==> src/rtl/sample_framer.sv <==
// sample_framer
//
// Decimating sample source for the audio filter chain. Sums DEC accepted
// input words, emits one arithmetically shifted 32-bit signed sample per
// frame, and produces a sample clock (outsclk) for the downstream stages.
// y is updated on the edge that completes a frame. outsclk rises on the
// following edge and stays high for HIGH_CYC cycles, so y is stable across
// both outsclk edges.
//
// Ports:
//   clk        in   system clock, all logic on posedge
//   rst        in   asynchronous active-high reset
//   din        in   IN_W-bit signed input sample
//   din_valid  in   din accepted on this posedge when high
//   sync       in   synchronous frame restart (y, frame_cnt, pulse unaffected)
//   y          out  32-bit signed averaged sample, registered
//   outsclk    out  generated sample clock, registered
//   frame_cnt  out  16-bit count of emitted samples, wraps
module sample_framer #(
    parameter int DEC      = 64,
    parameter int LOG2_DEC = 6,
    parameter int SHIFT    = 6,
    parameter int IN_W     = 16,
    parameter int HIGH_CYC = 4
) (
    input  logic                   clk,
    input  logic                   rst,
    input  logic signed [IN_W-1:0] din,
    input  logic                   din_valid,
    input  logic                   sync,
    output logic signed [31:0]     y,
    output logic                   outsclk,
    output logic [15:0]            frame_cnt
);

    localparam int CNT_W = (LOG2_DEC > 0) ? LOG2_DEC : 1;
    localparam logic [CNT_W-1:0] CNT_LAST  = CNT_W'(DEC - 1);
    localparam logic [7:0]       HIGH_LAST = 8'(HIGH_CYC - 1);

    typedef enum logic [1:0] {
        S_IDLE  = 2'd0,
        S_SETUP = 2'd1,
        S_HIGH  = 2'd2
    } state_t;

    logic signed [31:0] acc_q, acc_d;
    logic [CNT_W-1:0]   cnt_q, cnt_d;
    logic signed [31:0] y_q, y_d;
    logic [15:0]        frame_cnt_q, frame_cnt_d;
    state_t             state_q, state_d;
    logic [7:0]         hcnt_q, hcnt_d;
    logic               outsclk_q, outsclk_d;

    logic signed [31:0] din_ext;
    logic signed [31:0] sum;
    logic               frame_done;

    assign din_ext    = {{(32 - IN_W){din[IN_W-1]}}, din};
    assign sum        = acc_q + din_ext;
    // sync takes priority: a sample arriving with sync starts a new frame
    // rather than completing the old one.
    assign frame_done = din_valid && !sync && (cnt_q == CNT_LAST);

    // Accumulator, sample counter and output sample
    always_comb begin
        acc_d       = acc_q;
        cnt_d       = cnt_q;
        y_d         = y_q;
        frame_cnt_d = frame_cnt_q;
        if (sync) begin
            if (din_valid) begin
                acc_d = din_ext;
                cnt_d = CNT_W'(1);
            end else begin
                acc_d = '0;
                cnt_d = '0;
            end
        end else if (din_valid) begin
            if (frame_done) begin
                // >>> on a signed operand floors toward -inf
                y_d         = sum >>> SHIFT;
                acc_d       = '0;
                cnt_d       = '0;
                frame_cnt_d = frame_cnt_q + 16'd1;
            end else begin
                acc_d = sum;
                cnt_d = cnt_q + CNT_W'(1);
            end
        end
    end

    // Pulse FSM. A frame completing outside IDLE cannot happen because
    // completions are at least DEC edges apart and a pulse needs
    // HIGH_CYC + 1 edges, so IDLE is the only state that reacts to it.
    always_comb begin
        state_d = state_q;
        hcnt_d  = hcnt_q;
        case (state_q)
            S_IDLE: begin
                if (frame_done) begin
                    state_d = S_SETUP;
                end
            end
            S_SETUP: begin
                state_d = S_HIGH;
                hcnt_d  = 8'd0;
            end
            S_HIGH: begin
                if (hcnt_q == HIGH_LAST) begin
                    state_d = S_IDLE;
                    hcnt_d  = 8'd0;
                end else begin
                    hcnt_d = hcnt_q + 8'd1;
                end
            end
            default: begin
                state_d = S_IDLE;
                hcnt_d  = 8'd0;
            end
        endcase
        // outsclk is registered from the next state so it is glitch-free
        // and aligned with the HIGH state.
        outsclk_d = (state_d == S_HIGH);
    end

    always_ff @(posedge clk or posedge rst) begin
        if (rst) begin
            acc_q       <= '0;
            cnt_q       <= '0;
            y_q         <= '0;
            frame_cnt_q <= '0;
            state_q     <= S_IDLE;
            hcnt_q      <= '0;
            outsclk_q   <= 1'b0;
        end else begin
            acc_q       <= acc_d;
            cnt_q       <= cnt_d;
            y_q         <= y_d;
            frame_cnt_q <= frame_cnt_d;
            state_q     <= state_d;
            hcnt_q      <= hcnt_d;
            outsclk_q   <= outsclk_d;
        end
    end

    assign y         = y_q;
    assign outsclk   = outsclk_q;
    assign frame_cnt = frame_cnt_q;

endmodule

==> config.mk <==
export PLATFORM = sky130hd
export DESIGN_NAME = sample_framer
export DESIGN_NICKNAME = d
export VERILOG_FILES = /design/src/rtl/sample_framer.sv
export SDC_FILE = /design/constraint.sdc
export NUM_CORES = 1
export LEC_CHECK = 0
export ABC_AREA = 1
export CAP_MARGIN = 20
export CELL_PAD_IN_SITES_DETAIL_PLACEMENT = 1
export CELL_PAD_IN_SITES_GLOBAL_PLACEMENT = 1
export CORE_MARGIN = 2
export CORE_UTILIZATION = 37
export CTS_CLUSTER_SIZE = 40
export DETAILED_ROUTE_END_ITERATION = 8
export GPL_ROUTABILITY_DRIVEN = 0
export PLACE_DENSITY_LB_ADDON = 0.1
export SKIP_LAST_GASP = 1
export SYNTH_ARGS = -nofsm -noshare
export SYNTH_HDL_FRONTEND = slang
export SYNTH_SLANG_ARGS = --single-unit
==> constraint.sdc <==
create_clock -name clk -period 2.85 [get_ports clk]
set_input_delay 0.57 -clock clk [delete_from_list [all_inputs] [get_ports clk]]
set_output_delay 0.57 -clock clk [all_outputs]
set_load 0.05 [all_outputs]
==> metrics.csv, run 1 <==
stage,metric,value,unit
power_and_ir_drop,clockPowerShare,32.9,%
drt,antenna_left,0,
floorplanning,die_area,18560,sq um
synth,syn_area,6470,sq um
floorplanning,die_w,136.2,microns
setup_path,reg2reg_from,acc_q[0],
drt,dr.pass1.iters,4,
setup_path,reg2reg_to,acc_q[28],
clock_network,clkLatencyLatePin,0.36,ns
setup_path,crit_chain,"clkdlybuf4s50_1, ha_1, inv_1, fa_1, inv_1, nand3_1, nand3_1, nand3_1, nand3_1, nand2_1, nand2_1, nand2_1, nand3_1, nand2_1",
setup_path,worstSetupEndpointType,flip-flop,
clock_network,cts_buffer_depth,2,
power_and_ir_drop,power.total,4.389,mW
finish,syn_to_final_growth,21.47,%
synth,synth_cell_type_count,40,
clock_network,root_buffer,clkbuf_16,
sta,setup_ws,0.2963,ns
synth,synth_nets,1039,
synth,netlist.area_leader.share,35.20,%
power_and_ir_drop,sw_frac_of_total,37.47,%
drt,drt-wirelength-per-cell,15.84,microns
global_route,grt_max_degree,33,
sta,finalClockSkew,0.01323,ns
synth,synth_edf_count,0,
synth,yosysSeqAreaShare,35.20,%
synth,synth_area_leaders,"dfrtp_1 35%, nand2_1 24%, inv_1 9.3%, ha_1 6.6%, nand3_1 6.3%",
run,cap_violations,0,
clock_network,cts_resized,0,
setup_path,crit_path_start,din[0],
power_and_ir_drop,p_comb_share,34.0,%
floorplanning,rows,48,
drt,vias,6201,
floorplanning,initial_core_util,37.67,%
placed_design,dp_slack,-0.03781,ns
clock_network,cts_tree,yes,
setup_path,reg2regPathDepth,13,
setup_path,critPathMaxFanout,3,
synth,ys_ff_latch,91,
min_path,hold_path.class,reg -> reg,
sta,fin_crit,2.554,ns
synth,netlist.top_cell.by_area,dfrtp_1,
global_route,grt_pass1_vias,6571,
clock_network,numCtsBuffers,9,
sta,tightestPinTransition,0.8524,ns
sta,drv_slew,0,
sta,hold_violations,0,
power_and_ir_drop,seq_power_share,33.1,%
clock_network,hold_buffers,0,
sta,max_freq,391.6,MHz
sta,slew-limit-headroom,42.43,%
drt,drc,0,
synth,async_flop_share,100.0,%
placed_design,dpl.hpwl,16190,microns
setup_path,critPathRequiredTime,3.10,ns
sta,tns,0,ns
global_route,antenna_found_initial,0,
synth,yosys_warnings,0,
finish,drive_gt1_share,5.239,%
global_route,grt_pass1_wl,34310,microns
drt,wirelength,20500,microns
status,status,"finished, final reports clean",
power_and_ir_drop,power.switching,1.644,mW
power_and_ir_drop,p_per_area,558.4,nW/um^2
floorplanning,ios,69,
placed_design,io_buffers,68,
synth,synth_cells,984,
global_route,track_usage,23.84,%
clock_network,clk_pin_slew,0.07,ns
clock_network,clock-sinks,91,
setup_path,startpoint_type,input pin,
drt,viasPerCell,4.792,
setup_path,r2r_slack,0.64,ns
synth,syn-mean-instance-area,6.575,sq um
synth,ys.flop_type,dfrtp_1,
sta,setup_viol,0,
global_route,grt.overflow.total,0,
setup_path,worst_path_largest_cell_delay,0.49,ns
setup_path,crit_end,acc_q[28],
power_and_ir_drop,p_leak,4.428,nW
clock_network,post_cts_buffers,0,
power_and_ir_drop,power.internal,2.744,mW
floorplanning,die_y,136.2,microns
setup_path,arrival,2.80,ns
drt,drtIter0Drc,292,
finish,n_antenna_cell,0,
setup_path,critical_path_class,in -> reg,
finish,fin_nets,1119,
setup_path,path_common_cell,nand3_1,
sta,min_period_over_period,89.60,%
sta,rsz0062_at_grt,no,
floorplanning,coreArea,17180,sq um
setup_path,crit_path_top_delay_cell,clkdlybuf4s50_1,
clock_network,h-tree-depth,3,
power_and_ir_drop,vdd_ir_drop_max,299.0,uV
placed cells by master, fill, tap and decap left out, drive strengths merged:
master           n
a22o             1
dfrtp           91
nor4             3
o41ai            1
nor3            11
or2              1
o22ai            5
nand2          425
and2             1
a32o             1
nor2            56
inv            164
ha              34
xnor2            7
o21bai           2
clkdlybuf4s50   68
nand4            7
buf             21
bufinv           3
fa               1
and3             1
nand3           83
o21ai            8
a21o             1
a21oi           25
nand3b           3
a31oi            1
o221ai           1
clkinv           3
o311ai           1
a211oi           1
clkbuf           9
o211ai           3
clkinvlp         1
xor2            25
Yosys cell counts, types with 9 or more instances:
cell type  number
a21oi_1        25
dfrtp_1        91
ha_1           34
nor2_1         53
nand2_1       420
buf_2           9
nand3_1        82
xor2_1         25
inv_1         160
layout make-up:
cell class,instances,area [sq um]
multi-input combinational,709,3471
sequential,91,2277
inverter,164,619.3
clock inverter,7,121.4
fill,2270,9318
timing repair buffer,89,863.3
tap,225,281.5
clock buffer,9,225.2
sequential cells by signal (all words and copies together), names as in the netlist:
| register | cells |
|---|---|
| y | 26 |
| state_q | 2 |
| cnt_q | 6 |
| acc_q | 32 |
| frame_cnt | 16 |
| hcnt_q | 8 |
| outsclk | 1 |
worst max-delay path, delay by kind of cell:
kind | cells | cell delay [ns]
buffers and inverters | 3 | 0.69
adders and majority gates | 2 | 0.60
and+or+nand+nor | 9 | 0.95
per-stage QoR:
stage                     utilization [%]  cells  cell area, sq um  hold slack, ns
after detailed placement            43.74   1278              7512          0.4705
after CTS                           45.75   1294              7859          0.4891
final                               45.75   1294              7859          0.4859
after floorplan                         -    984              6474          0.4528
after global routing                45.75   1294              7859          0.5180
after global placement              43.74   1278              7512          0.4652
power groups by stage:
stage,Combinational [mW],Clock [mW],Sequential (mW)
2_1_floorplan,1.03,0,1.45
3_3_place_gp,1.47,0,1.47
3_5_place_dp,1.49,0,1.47
4_1_cts,1.50,1.48,1.45
5_1_grt,1.72,1.53,1.46
6_report,1.49,1.45,1.45
how the worst min path moves through the flow:
stage	start	endpoint	slack, ns	cells past startpoint
floorplan	acc_q[8]	acc_q[8]	0.45	2
global placement	y[7]	y[7]	0.47	2
detailed placement	y[14]	y[14]	0.47	2
CTS	y[14]	y[14]	0.49	2
global route	y[1]	y[1]	0.52	2
finish	y[14]	y[14]	0.49	2
cells by family after synthesis:
family | Yosys count | share of synthesized area, %
simple gates | 591 | 37.75
flops | 91 | 35.20
xor+xnor | 32 | 4.332
compound gates | 51 | 4.641
fa+ha+maj | 35 | 6.885
buf+inv | 184 | 11.20
per-layer routing:
metal | GRT usage, % | vias up | wire length (microns)
met5 | 0 | - | 0
met4 | 4.456 | 0 | 143
met3 | 2.796 | 8 | 701
met2 | 38.83 | 85 | 9367
met1 | 34.27 | 2928 | 10280
li1 | - | 3180 | -
Note: power is estimated with default switching activity, not from simulation.
==> inputs of run 2 (changes only) <==
Settings changed: CORE_MARGIN 2 to default.
==> run 2 against run 1 <==
- die area fell by 2.9%
- clock power fell by 11%
- sequential cell count did not move
- non-clock buffer count rose by 2
- first-iteration DRC count fell by 10%
- cell count fell by 0.23%
- routed wire length fell by 1.8%
- core utilization rose by 0.86 points
- largest cell class unchanged
==> metrics.csv, run 2 (synthesis gave the netlist of run 1 again) <==
stage,metric,value,unit
status,status,"finished, final reports clean",
finish,largest_register_ffs,32,
drt,drt-wirelength-per-cell,15.58,microns
setup_path,startpoint_type,input pin,
setup_path,critPathRequiredTime,3.08,ns
sta,max_freq,406.8,MHz
setup_path,crit_buf_inv,3,
placed_design,placed_area,7533,sq um
sta,drv_slew,0,
floorplanning,ios,69,
finish,mostFrequentLayoutCell,nand2_1,
drt,wirelength,20120,microns
sta,rsz0062_at_grt,no,
sta,fin_crit,2.458,ns
floorplanning,coreArea,16820,sq um
floorplanning,die_w,134.2,microns
floorplanning,die_y,134.2,microns
min_path,hold_path.class,reg -> reg,
drt,antenna_left,0,
finish,regMostFlops,acc_q,
sta,hold_violations,0,
clock_network,root_buffer,clkbuf_16,
clock_network,hold_buffers,0,
power_and_ir_drop,p_per_area,544.7,nW/um^2
clock_network,cts_tree,yes,
global_route,grt_max_degree,92,
sta,slew-limit-headroom,40.01,%
drt,vias,6169,
finish,drive_gt1_share,5.415,%
setup_path,crit_path_top_delay_cell,clkdlybuf4s50_1,
drt,viasPerCell,4.778,
clock_network,cts_buffer_depth,2,
drt,dr.pass1.iters,4,
drt,drc,0,
setup_path,path_common_cell,nand3_1,
finish,fin_nets,1121,
clock_network,clkLatencyLatePin,0.36,ns
placed_design,dp_slack,0.04094,ns
setup_path,arrival,2.69,ns
global_route,grt.overflow.total,0,
power_and_ir_drop,power.total,4.271,mW
clock_network,clock-sinks,91,
setup_path,worstSetupEndpointType,flip-flop,
finish,n_antenna_cell,0,
clock_network,cts_resized,0,
global_route,antenna_found_initial,0,
run,cap_violations,0,
drt,drtIter0Drc,262,
floorplanning,rows,47,
setup_path,crit_family,buffers and inverters,
finish,fillers,2214,
placed_design,io_buffers,68,
floorplanning,initial_core_util,38.47,%
clock_network,h-tree-depth,3,
setup_path,critical_path_class,in -> reg,
sta,tns,0,ns
clock_network,post_cts_buffers,0,
sta,tightestPinTransition,0.8882,ns
setup_path,crit_chain,"clkdlybuf4s50_1, ha_1, inv_1, fa_1, inv_1, nand3_1, nand3_1, nand2_1, a21oi_1, o21ai_0, nand3_1, nand3_1",
global_route,grt_pass1_vias,6486,
sta,setup_viol,0,
power_and_ir_drop,p_leak,4.422,nW
setup_path,critPathMaxFanout,4,
clock_network,numCtsBuffers,9,
sta,finalClockSkew,0.008065,ns
finish,syn_to_final_growth,21.18,%
setup_path,worst_path_largest_cell_delay,0.48,ns
sta,setup_ws,0.3918,ns
placed_design,dpl.hpwl,15680,microns
finish,stdcell_area,7840,sq um
power_and_ir_drop,vdd_ir_drop_max,308.1,uV
global_route,track_usage,24.14,%
finish,most-common-layout-cells,"420 x nand2_1, 159 x inv_1, 91 x dfrtp_1",
floorplanning,die_area,18020,sq um
sta,min_period_over_period,86.25,%
clock_network,clk_pin_slew,0.07,ns
global_route,grt_pass1_wl,33860,microns
run 2: per-layer routing:
metal | global-route usage (%) | part of all wire (%) | vias to the layer above
met5 | 0 | 0 | -
met4 | 6.929 | 1.6 | 0
met3 | 3.099 | 2.3 | 18
met2 | 38.28 | 44 | 68
met1 | 34.28 | 52 | 2891
li1 | - | - | 3192
run 2: area by class of cell:
type	instances	area, sq um	share of cell area (%)
clock buffers	9	225.2	2.873
clock inverters	7	81.33	1.037
inverters	164	619.3	7.900
multi-input cells	709	3471	44.27
flip-flops and latches	91	2277	29.05
well taps	220	275.3	3.511
repair buffers	91	890.9	11.36
run 2: worst reg2reg max path, cell delays in order, from the launching register on:
cell and delay (ns):
dfrtp_1 0.36, ha_1 0.18, inv_1 0.05, fa_1 0.38, inv_1 0.13, nand3_1 0.09, nand3_1 0.14, nand2_1 0.10
a21oi_1 0.21, o21ai_0 0.19, nand3_1 0.11, nand3_1 0.07
run 2: final timing paths:
path                       cells after the start  slack, ns        end  startpoint
setup / recovery                              12       0.39  acc_q[16]      din[0]
hold / removal                                 2       0.48      y[11]       y[11]
setup reg to reg                              11       0.73  acc_q[16]    acc_q[0]
hold reg to reg                                2       0.48      y[11]       y[11]
max in group asynchronous                      3       1.75   acc_q[3]         rst
min in group asynchronous                      3       0.72    outsclk         rst
run 2: per-stage QoR:
step,utilization [%],hold WS (ns),cells
floorplan,-,0.4528,984
global placement,44.79,0.4637,1275
detailed placement,44.79,0.4670,1275
CTS,46.62,0.4858,1291
global route,46.62,0.5092,1291
finish,46.62,0.4815,1291
run 2: report_power, final:
group | switching, mW | internal (mW)
combinational | 1.00 | 0.530
sequential | 0.0672 | 1.38
clock | 0.589 | 0.697
==> inputs of run 3 (changes only) <==
--- a/config.mk
+++ b/config.mk
@@ -11,2 +11,3 @@
 export CELL_PAD_IN_SITES_GLOBAL_PLACEMENT = 1
+export CORE_MARGIN = 2
 export CORE_UTILIZATION = 37
--- a/constraint.sdc
+++ b/constraint.sdc
@@ -3,2 +3,2 @@
 set_output_delay 0.57 -clock clk [all_outputs]
-set_load 0.05 [all_outputs]
+set_load 0.01 [all_outputs]
==> results of run 3 <==
The final DEF is identical to that of run 1; final timing and power are the same.
